`src/rtl/uart_echo_pdm.sv`:
```
// uart_echo_pdm: 8N1 UART receiver, increment-echo transmitter with a
// one-entry pending slot, 16-bit first-order sigma-delta PDM DAC, and a
// combinational adder on the spare output pins.
module uart_echo_pdm #(
  parameter int unsigned FREQUENCY = 50_000_000,
  parameter int unsigned BPS       = 115_200
) (
  input  logic       clk,
  input  logic       rst_n,
  input  logic       ena,
  input  logic [7:0] ui_in,
  input  logic [7:0] uio_in,
  output logic [7:0] uo_out,
  output logic [7:0] uio_out,
  output logic [7:0] uio_oe
);

  localparam int unsigned DIV  = FREQUENCY / BPS;
  localparam int unsigned HALF = DIV / 2;
  localparam int unsigned CW   = $clog2(DIV + 1);

  typedef enum logic [2:0] {R_IDLE, R_START, R_DATA, R_STOP, R_WAIT_HIGH} rx_state_t;
  typedef enum logic [1:0] {T_IDLE, T_START, T_DATA, T_STOP} tx_state_t;

  // RX side
  logic          rx_s1, rx_s2, rx_d;
  rx_state_t     rx_state;
  logic [CW-1:0] rx_cnt;
  logic [2:0]    rx_bit;
  logic [7:0]    rx_shift;
  logic          rx_valid;

  // Echo glue
  logic          tx_we;
  logic [7:0]    tx_data;
  logic          pend_valid;
  logic [7:0]    pend_data;
  logic [15:0]   pdm_level;

  // TX side
  tx_state_t     tx_state;
  logic [CW-1:0] tx_cnt;
  logic [2:0]    tx_bit;
  logic [7:0]    tx_shift;
  logic          tx_line;
  logic          tx_busy;

  // PDM
  logic [15:0]   pdm_acc;
  logic          pdm_q;

  // Adder
  logic [7:0]    sum_c;
  logic          unused_ok;

  // Two-flop synchronizer on the RX pin plus one delay flop for edge detection
  always_ff @(posedge clk) begin
    if (!rst_n) begin
      rx_s1 <= 1'b1;
      rx_s2 <= 1'b1;
      rx_d  <= 1'b1;
    end else begin
      rx_s1 <= ui_in[0];
      rx_s2 <= rx_s1;
      rx_d  <= rx_s2;
    end
  end

  // RX frame FSM: start re-check at half bit, then sample each bit mid-period
  always_ff @(posedge clk) begin
    if (!rst_n) begin
      rx_state <= R_IDLE;
      rx_cnt   <= '0;
      rx_bit   <= '0;
      rx_shift <= '0;
      rx_valid <= 1'b0;
    end else begin
      rx_valid <= 1'b0;
      case (rx_state)
        R_IDLE: begin
          if (rx_d && !rx_s2) begin
            rx_state <= R_START;
            rx_cnt   <= '0;
          end
        end
        R_START: begin
          if (rx_cnt == CW'(HALF - 1)) begin
            rx_cnt   <= '0;
            rx_bit   <= '0;
            rx_state <= rx_s2 ? R_IDLE : R_DATA;
          end else begin
            rx_cnt <= rx_cnt + CW'(1);
          end
        end
        R_DATA: begin
          if (rx_cnt == CW'(DIV - 1)) begin
            rx_cnt   <= '0;
            rx_shift <= {rx_s2, rx_shift[7:1]};
            if (rx_bit == 3'd7) rx_state <= R_STOP;
            else                rx_bit   <= rx_bit + 3'd1;
          end else begin
            rx_cnt <= rx_cnt + CW'(1);
          end
        end
        R_STOP: begin
          if (rx_cnt == CW'(DIV - 1)) begin
            rx_cnt <= '0;
            if (rx_s2) begin
              rx_valid <= 1'b1;
              rx_state <= R_IDLE;
            end else begin
              rx_state <= R_WAIT_HIGH;
            end
          end else begin
            rx_cnt <= rx_cnt + CW'(1);
          end
        end
        R_WAIT_HIGH: begin
          if (rx_s2) rx_state <= R_IDLE;
        end
        default: rx_state <= R_IDLE;
      endcase
    end
  end

  always_comb tx_busy = (tx_state != T_IDLE);

  // Echo glue: issue b+1 when TX is free, otherwise park in the pending slot;
  // every valid byte also shifts into the PDM level
  always_ff @(posedge clk) begin
    if (!rst_n) begin
      tx_we      <= 1'b0;
      tx_data    <= '0;
      pend_valid <= 1'b0;
      pend_data  <= '0;
      pdm_level  <= '0;
    end else begin
      tx_we <= 1'b0;
      if (rx_valid) pdm_level <= {pdm_level[7:0], rx_shift};
      if (!tx_busy && !tx_we && (pend_valid || rx_valid)) begin
        tx_we      <= 1'b1;
        tx_data    <= (pend_valid ? pend_data : rx_shift) + 8'd1;
        pend_valid <= pend_valid && rx_valid;
        if (pend_valid && rx_valid) pend_data <= rx_shift;
      end else if (rx_valid) begin
        pend_valid <= 1'b1;
        pend_data  <= rx_shift;
      end
    end
  end

  // TX frame FSM: start bit, 8 data bits LSB first, stop bit, DIV clocks each
  always_ff @(posedge clk) begin
    if (!rst_n) begin
      tx_state <= T_IDLE;
      tx_cnt   <= '0;
      tx_bit   <= '0;
      tx_shift <= '0;
      tx_line  <= 1'b1;
    end else begin
      case (tx_state)
        T_IDLE: begin
          if (tx_we) begin
            tx_state <= T_START;
            tx_line  <= 1'b0;
            tx_cnt   <= '0;
            tx_shift <= tx_data;
          end
        end
        T_START: begin
          if (tx_cnt == CW'(DIV - 1)) begin
            tx_cnt   <= '0;
            tx_bit   <= '0;
            tx_line  <= tx_shift[0];
            tx_shift <= {1'b0, tx_shift[7:1]};
            tx_state <= T_DATA;
          end else begin
            tx_cnt <= tx_cnt + CW'(1);
          end
        end
        T_DATA: begin
          if (tx_cnt == CW'(DIV - 1)) begin
            tx_cnt <= '0;
            if (tx_bit == 3'd7) begin
              tx_line  <= 1'b1;
              tx_state <= T_STOP;
            end else begin
              tx_line  <= tx_shift[0];
              tx_shift <= {1'b0, tx_shift[7:1]};
              tx_bit   <= tx_bit + 3'd1;
            end
          end else begin
            tx_cnt <= tx_cnt + CW'(1);
          end
        end
        T_STOP: begin
          if (tx_cnt == CW'(DIV - 1)) begin
            tx_cnt   <= '0;
            tx_state <= T_IDLE;
          end else begin
            tx_cnt <= tx_cnt + CW'(1);
          end
        end
        default: tx_state <= T_IDLE;
      endcase
    end
  end

  // First-order sigma-delta: the accumulator carry is the PDM bit
  always_ff @(posedge clk) begin
    if (!rst_n) begin
      pdm_acc <= '0;
      pdm_q   <= 1'b0;
    end else begin
      {pdm_q, pdm_acc} <= {1'b0, pdm_acc} + {1'b0, pdm_level};
    end
  end

  // Output pin mapping; the adder bits are intentionally combinational
  always_comb begin
    sum_c   = ui_in + uio_in;
    uo_out  = {sum_c[5:0], pdm_q, tx_line};
    uio_out = '0;
    uio_oe  = '0;
  end

  assign unused_ok = &{1'b0, ena, sum_c[7:6]};

endmodule

```
`config.mk`:
```
export PLATFORM = sky130hd
export DESIGN_NAME = uart_echo_pdm
export DESIGN_NICKNAME = d
export VERILOG_FILES = /design/src/rtl/uart_echo_pdm.sv
export SDC_FILE = /design/constraint.sdc
export NUM_CORES = 1
export LEC_CHECK = 0
export ABC_CLOCK_PERIOD_IN_PS = 3800
export CAP_MARGIN = 20
export CORE_UTILIZATION = 55
export DETAILED_ROUTE_END_ITERATION = 16
export PLACE_DENSITY_LB_ADDON = 0.12
export SYNTH_ARGS = -nofsm -noshare
export SYNTH_HDL_FRONTEND = slang
export SYNTH_SLANG_ARGS = --single-unit
```
`constraint.sdc`:
```
create_clock -name clk -period 3.8 [get_ports clk]
set_clock_uncertainty 0.05 [all_clocks]
set_input_delay 0.38 -clock clk [delete_from_list [all_inputs] [get_ports clk]]
set_output_delay 0.38 -clock clk [all_outputs]
set_load 0.02 [all_outputs]
```
# Word-level counts from Yosys, hierarchy flattened
# Cells that the tools add are included.
[op_classes]
add_sub_neg = 7
multipliers = 0
div_mod_pow = 0
order_cmp = 0
eq_ne = 26
shift = 0
muxes = 48
n_bitwise = 0
reduce_logical = 28
[op_table]
columns = ["cell", "count"]
rows = [
  ["two-way mux 8 bit", 8],
  ["two-way mux 9 bit", 5],
  ["two-way mux 3 bit", 13],
  ["one-hot mux 9 bit (3 select lines)", 1],
  ["!= test 2 bit (second input constant)", 13],
  ["one-hot mux 8 bit (3 select lines)", 1],
  ["adder 9 x 1 -> 9 bit (second input constant)", 2],
  ["== test 9 bit (second input constant)", 2],
  ["one-hot mux 9 bit (2 select lines)", 1],
  ["adder 16 x 16 -> 17 bit", 1],
  ["one-hot mux 3 bit (5 select lines)", 1],
  ["two-way mux 2 bit", 6],
  ["one-hot mux 3 bit (2 select lines)", 2],
  ["AND reduction 4 bit", 3],
  ["AND reduction 5 bit", 2],
  ["== test 3 bit (second input constant)", 3],
  ["== test 9 x 8 -> 1 bit (second input constant)", 1],
  ["adder 8 x 1 -> 8 bit (second input constant)", 1],
  ["two-way mux 1 bit", 8],
  ["one-hot mux 2 bit (4 select lines)", 1],
  ["nonzero test 2 bit", 4],
  ["adder 3 x 1 -> 3 bit (second input constant)", 2],
  ["adder 6 bit", 1],
  ["== test 3 x 2 -> 1 bit (second input constant)", 2],
  ["16 further kinds", 25],
]
[totals]
reg_bits = 101
latchBits = 0
ramBits = 0
mem_bits_ro = 0
out_inout_bits = 24
word_cells = 129
n_memories = 0

# Logic depth before layout (Yosys ltp)
# Gate-level depths: netlist (run 1).
[depth]
depth_word = 6
ltp_mapped = 9
ltp_nobuf = 9

# Worst setup path after synthesis (run 1)
# Ideal clock, no wire load.
[synth_timing]
kind = "register to register"
startpoint = "register pend_valid"
endpoint = "register tx_data[6]"
setup_time_ps = 115
arrival_ps = 1976
t_required_ps = 3635
slack_ps = 1659
stages_incl_launch_ff = 10
n_path_buf = 2
period_less_slack_ps = 2141
cell_sequence = "dfxtp_1 clkbuf_1 buf_2 mux2_2 ha_1 a21boi_0 nand3_1 xnor2_1 o21ai_0 and2_1"
[synth_between]
elab_chain_cells = 2
[synth_lines]
columns = ["item", "line", "rtl"]
rows = [
  ["start: declaration", "36", "logic pend_valid;"],
  ["start signal: assignment", "143", "pend_valid <= pend_valid && rx_valid;"],
  ["two-way mux 8 bit or logical OR 1 bit (tied branches)", "142, 140", ""],
  ["adder 8 x 1 -> 8 bit or logical AND 1 bit (tied branches)", "142, 140", ""],
  ["end signal: assignment", "142", "tx_data <= (pend_valid ? pend_data : rx_shift) + 8'd1;"],
  ["end: declaration", "35", "logic [7:0] tx_data;"],
]
# Parallel ways exist; a longest one is shown, timed or not.
# A chain may end at the register's enable or synchronous reset.

# Final worst setup path (run 1)
[layout_timing]
startpoint = "input port ui_in[1]"
endpoint = "output port uo_out[7]"
[layout_between]
elab_chain_cells = 1
[layout_lines]
columns = ["item", "line", "rtl"]
rows = [
  ["start: declaration", "11", "input logic [7:0] ui_in,"],
  ["adder 6 bit", "221", "sum_c = ui_in + uio_in;"],
  ["end: declaration", "13", "output logic [7:0] uo_out,"],
]
# Every way passes these cells.

==> results of run 1 <==
==> registers in the layout (all words and copies together) (netlist names), 2 cells and up <==
register,count
pdm_acc,16
pdm_level,16
rx_cnt,9
tx_cnt,9
pend_data,8
rx_shift,8
tx_data,8
tx_shift,8
rx_bit,3
rx_state,3
tx_bit,3
tx_state,2
==> power breakdown <==
group	internal (mW)	switching, mW
Combinational	0.196	0.257
Sequential	1.12	0.0510
Clock	0.303	0.364
==> logic make-up (layout without fill, tap and decap cells) <==
| kind of cell | count (synthesis) | count (layout) | synth area share |
|---|---|---|---|
| muxes | 56 | 56 | 0.102 |
| AOI/OAI and AO/OA | 101 | 101 | 0.130 |
| xor gates and xnor gates | 26 | 26 | 0.0411 |
| adders and majority gates | 38 | 38 | 0.0885 |
| buffers and inverters | 51 | 49 | 0.0501 |
| and+or+nand+nor | 222 | 222 | 0.222 |
| DFF | 101 | 101 | 0.365 |
| other | 1 | 16 | 0.000677 |
==> per-stage QoR <==
step / cell area (µm²) / std cells / hold WS, ns / total power [mW] / setup slack (ns)
CTS: 5950 / 742 / 0.378 / 2.32 / 0.788
global route: 5950 / 742 / 0.402 / 2.41 / 0.688
floorplan: 5600 / 611 / 0.336 / 1.56 / 1.66
global placement: 5760 / 727 / 0.372 / 1.63 / 0.827
detailed placement: 5760 / 727 / 0.367 / 1.65 / 0.790
finish: 5950 / 742 / 0.378 / 2.29 / 0.823
==> cells in the mapped netlist, drive strengths merged (2+ instances only) <==
library cell and count:
dfxtp 101, mux2i 52, nand2 52, nor2b 47
ha 36, nor2 31, buf 25, a21oi 23
nand3 23, o21ai 21, and2 17, nand2b 17
clkbuf 15, o211a 13, xnor2 13, xor2 13
a21boi 11, inv 11, a21o 7, a31oi 6
nand4 6, and3 5, mux2 4, or3 4
a211oi 3, and2b 3, nor3b 3, o211ai 3
o21a 3, and3b 2, and4bb 2, fa 2
nand3b 2, o21bai 2, o31ai 2
==> layer usage <==
metal	routed length (µm)	track usage
met1	4470	0.221
met2	4590	0.339
met3	229	0.0465
met4	111	0.0659
met5	0	0
==> area by class of cell <==
type / count / area (µm²)
Multi-Input combinational cell: 459 / 3300
Clock inverter: 5 / 61.3
Sequential cell: 101 / 2020
Timing Repair Buffer: 23 / 233
Inverter: 11 / 41.3
Tap cell: 133 / 166
Clock buffer: 10 / 128
Fill cell: 878 / 3830
==> worst register-to-register path: stages, from the launching register on <==
cell	delay (ns)
dfxtp_1	0.38
ha_1	0.18
inv_1	0.05
fa_1	0.38
nor2b_1	0.21
o21bai_1	0.11
a31oi_1	0.36
a311o_1	0.31
a31oi_1	0.12
mux2i_1	0.13
==> worst min path at each step <==
| stage | from | endpoint | slack (ns) | depth (start not counted) |
|---|---|---|---|---|
| after global placement | rx_s1$_SDFF_PN1_ | rx_s2$_SDFF_PN1_ | 0.37 | 1 |
| after CTS | rx_s1$_SDFF_PN1_ | rx_s2$_SDFF_PN1_ | 0.38 | 1 |
| after detailed placement | rx_s1$_SDFF_PN1_ | rx_s2$_SDFF_PN1_ | 0.37 | 1 |
| after global routing | rx_s1$_SDFF_PN1_ | rx_s2$_SDFF_PN1_ | 0.40 | 1 |
| final | rx_s1$_SDFF_PN1_ | rx_s2$_SDFF_PN1_ | 0.38 | 1 |
| after floorplan | rx_s1$_SDFF_PN1_ | rx_s2$_SDFF_PN1_ | 0.34 | 1 |
==> flow_summary_export.csv, run 1 <==
group,metric,value,unit
run_status,status,"complete, no violations",
synthesis,netlist_area,0.00554,mm²
critical_path,crit_path_start,"ui_in[1]",
critical_path,path_max_fanout,2,
die,fp.dieH,102,µm
timing,drv_slew,0,
die,dieArea,0.0105,mm²
timing,min_period,2.98,ns
clock_network,cts.path.max_buffers,2,
final_layout,layout.nets,662,
drt,routed_wl,9.40,mm
timing,tns,0,ns
clock_network,cts_resized,0,
synthesis,synth_area_leader_cell,"dfxtp_1",
synthesis,synth.avg_cell_area,9.29,µm²
clock_network,clkTransAtPathRegs,0.10,ns
critical_path,start_kind,"primary input",
final_layout,drive_above_1_share,0.0575,
synthesis,synth_area_leaders,"dfxtp_1, mux2i_1, ha_1",
synthesis,yosys_warnings,0,
die,dieWidth,102,µm
critical_path,critPathKind,"in -> out",
timing,hold_viol_final,0,
die,core,0.00977,mm²
min_path,worst_hold_path_type,"reg -> reg",
synthesis,synth_edf_count,0,
synthesis,seq_area_frac_synth,0.365,
final_layout,layout_common_cells,"dfxtp_1, mux2i_1, nand2_1, nor2b_1, ha_1",
drt,viasPerCell,5.28,
power,irDropWorstVdd,0.190,mV
drt,ant_nets,0,
critical_path,arrival,2.55,ns
run,drv_cap,0,
clock_network,cts_sinks,101,
synthesis,netlist_instances,596,
power,p_leak,2.54,nW
die,start_util,0.567,
placement,dp_hpwl,6.67,mm
final_layout,antennaDiodeCount,0,
critical_path,critPathCaptureType,"primary output",
critical_path,reg2reg_slack,1.40,ns
die,ios,43,
critical_path,critical_path_buf_inv_count,2,
grt,antenna_found_initial,0,
synthesis,netlist.area_leader.share,0.365,
clock_network,h-tree-depth,3,
drt,drtIter0Drc,144,
critical_path,slowest_stage,"clkdlybuf4s50_1",
die,rows,36,
placement,io_buffers,21,
critical_path,worstReg2RegStart,"pdm_level[0]$_SDFFE_PN0P_",
synthesis,ys_seq_elements,101,
grt,overflow,0,
drt,vias,3920,
grt,grt_pass1_vias,3631,
final_layout,final_util,0.608,
power,power_density,385,mW/mm²
drt,drc_errors,0,
critical_path,r2r_cells,9,
timing,maxSlewHeadroom,0.518,
clock_network,cts_root_buf,"clkbuf_8",
critical_path,critPathTopFamily,"buffers and inverters",
drt,drt-wirelength-per-cell,12.7,µm
critical_path,cp.required,3.37,ns
critical_path,cp_num_cells,8,
synthesis,synthArstFlopShare,0,
final_layout,area_growth,7.36,%
grt,grt_pass1_wl,15.7,mm
clock_network,cts_tree,"yes",
timing,tightest_slew,0.722,ns
clock_network,cts_setup_buffers,0,
timing,rsz0062_at_grt,"false",
grt,grt_max_degree,60,
synthesis,ys.flop_type,"dfxtp_1",
final_layout,layout_commonest_cell,"dfxtp_1",
timing,fmax,0.336,GHz
placement,gp_congestion,0.823,
drt,dr.pass1.iters,4,
grt,track_usage,0.190,
critical_path,critPathMaxStageDelay,0.63,ns
clock_network,clk_latency,0.37,ns
critical_path,worstSetupEndpoint,"uo_out[7]",
timing,setup-violations-final,0,
clock_network,holdBufCountCts,0,
clock_network,cts_made_buffers,9,
timing,period_share,0.783,
critical_path,path_cells,"clkdlybuf4s50_1 -> ha_1 -> a21o_1 -> a21oi_1 -> o21bai_1 -> a21oi_1 -> xnor2_1 -> clkdlybuf4s50_1",
critical_path,rr_endpoint,"pdm_acc[14]$_SDFF_PN0_",
synthesis,synth_cell_types,68,
Power figures use the tool's default switching activity.
==> run 2: changes to the inputs <==
Settings changed: ABC_CLOCK_PERIOD_IN_PS 3800 to 2700, CORE_UTILIZATION 55 to 53.
Clock period 3.8 ns to 2.7 ns, I/O delays scaled along.
==> flow_summary_export.csv, run 2 (synthesis gave the netlist of run 1 again) <==
group,metric,value,unit
placement,place_area,0.00579,mm²
critical_path,worstReg2RegStart,"pdm_level[0]$_SDFFE_PN0P_",
final_layout,final_area,0.00601,mm²
clock_network,cts_root_buf,"clkbuf_8",
final_layout,layout.nets,668,
critical_path,cp.required,2.38,ns
critical_path,path_max_fanout,2,
min_path,holdCritStartpoint,"rx_s1$_SDFF_PN1_",
die,dieArea,0.0109,mm²
final_layout,antennaDiodeCount,0,
critical_path,rr_endpoint,"pdm_acc[14]$_SDFF_PN0_",
clock_network,cts.path.max_buffers,2,
run_status,status,"complete, no violations",
final_layout,layout_common_cells,"dfxtp_1, mux2i_1, nand2_1, nor2b_1, ha_1",
clock_network,h-tree-depth,3,
critical_path,start_kind,"primary input",
timing,fin_ws,0.145,ns
critical_path,r2r_cells,9,
clock_network,cts_sinks,101,
die,core,0.00995,mm²
grt,overflow,0,
final_layout,multi_input_area,0.00330,mm²
critical_path,arrival,2.23,ns
die,rows,36,
die,dieWidth,104,µm
grt,grt_pass1_wl,16.8,mm
critical_path,reg2reg_slack,0.33,ns
critical_path,critPathKind,"in -> out",
drt,drt-wirelength-per-cell,12.7,µm
drt,drc_errors,0,
drt,drtIter0Drc,127,
power,power_density,555,mW/mm²
placement,io_buffers,21,
drt,dr.pass1.iters,4,
grt,antenna_found_initial,0,
clock_network,cts_setup_buffers,0,
final_layout,area_growth,8.52,%
placement,gp_congestion,0.793,
grt,grt_max_degree,37,
timing,period_share,0.946,
timing,setup-violations-final,0,
final_layout,layout_commonest_cell,"dfxtp_1",
power,totalPowerFinal,3.33,mW
min_path,worst_hold_path_type,"reg -> reg",
grt,track_usage,0.187,
timing,fmax,0.391,GHz
drt,viasPerCell,5.32,
clock_network,cts_tree,"yes",
timing,maxSlewHeadroom,0.535,
timing,rsz0062_at_grt,"false",
critical_path,critPathCaptureType,"primary output",
power,p_leak,2.60,nW
timing,tns,0,ns
drt,routed_wl,9.52,mm
min_path,worstHoldPathCells,1,
timing,hold_viol_final,0,
final_layout,fillers,881,
drt,ant_nets,0,
min_path,hold_end,"rx_s2$_SDFF_PN1_",
placement,dp_hpwl,6.86,mm
power,irDropWorstVdd,0.437,mV
grt,grt_pass1_vias,3799,
drt,vias,3982,
clock_network,clkTransAtPathRegs,0.09,ns
run,drv_cap,0,
final_layout,seq_area,0.00202,mm²
clock_network,cts_made_buffers,9,
die,ios,43,
timing,drv_slew,0,
final_layout,drive_above_1_share,0.0698,
final_layout,top_regs,"pdm_acc: 16 flops, pdm_level: 16 flops",
die,fp.dieH,104,µm
timing,tightest_slew,0.697,ns
timing,min_period,2.55,ns
die,start_util,0.556,
clock_network,clk_latency,0.37,ns
timing,holdWs,0.365,ns
placement,pre_cts_slack,-0.0634,ns
==> run 2: area by class of cell <==
cell class	count	share of cell area
flip-flops and latches	101	0.336
clock inverters	7	0.0164
multi-input cells	459	0.548
inverters	11	0.00687
well taps	133	0.0277
clock buffers	9	0.0206
repair buffers	29	0.0437
==> run 2: through the flow <==
stage                     std cells   util
final                           749  0.604
after global routing            749  0.604
after CTS                       749  0.604
after detailed placement        733  0.582
after global placement          733  0.582
after floorplan                 611      -
==> run 2: power by group <==
| part | leakage [nW] | internal (mW) | switching (mW) |
|---|---|---|---|
| clock network | 0.110 | 0.527 | 0.531 |
| registers | 0.815 | 1.57 | 0.0699 |
| logic | 1.67 | 0.275 | 0.358 |
| total | 2.60 | 2.37 | 0.959 |
==> run 2: metal layers <==
metal | vias to the layer above | wire, µm | part of all wire | global-route usage
met5 | - | 0 | 0 | 0
met3 | 6 | 268 | 0.028 | 0.0482
met4 | 0 | 56 | 0.0059 | 0.0459
li1 | 2076 | - | - | -
met2 | 43 | 4610 | 0.48 | 0.328
met1 | 1857 | 4590 | 0.48 | 0.227
==> run 2: worst max-delay path, cell delays in order <==
cell and delay, ns:
clkdlybuf4s50_1 0.43, ha_1 0.30, a21o_1 0.18, a21oi_1 0.18, buf_4 0.14, xnor2_1 0.10
clkdlybuf4s50_1 0.63
==> run 2: worst max-delay path by stage <==
stage	from	endpoint	slack (ns)	depth (start not counted)
3_5_place_dp	ui_in[1]	uo_out[7]	-0.06	8
6_report	ui_in[1]	uo_out[5]	0.15	7
4_1_cts	ui_in[1]	uo_out[5]	0.12	7
2_1_floorplan	pend_valid$_SDFFE_PN0P_	tx_data[6]$_SDFFE_PN0P_	0.56	9
3_3_place_gp	ui_in[0]	uo_out[6]	-0.008	7
5_1_grt	ui_in[0]	uo_out[4]	0.06	6
==> run 2: what timing repair did <==
item	4_1_cts	5_1_grt
endpoints found under the setup margin	2	0
resized for setup	2	0
hold buffers	0	0
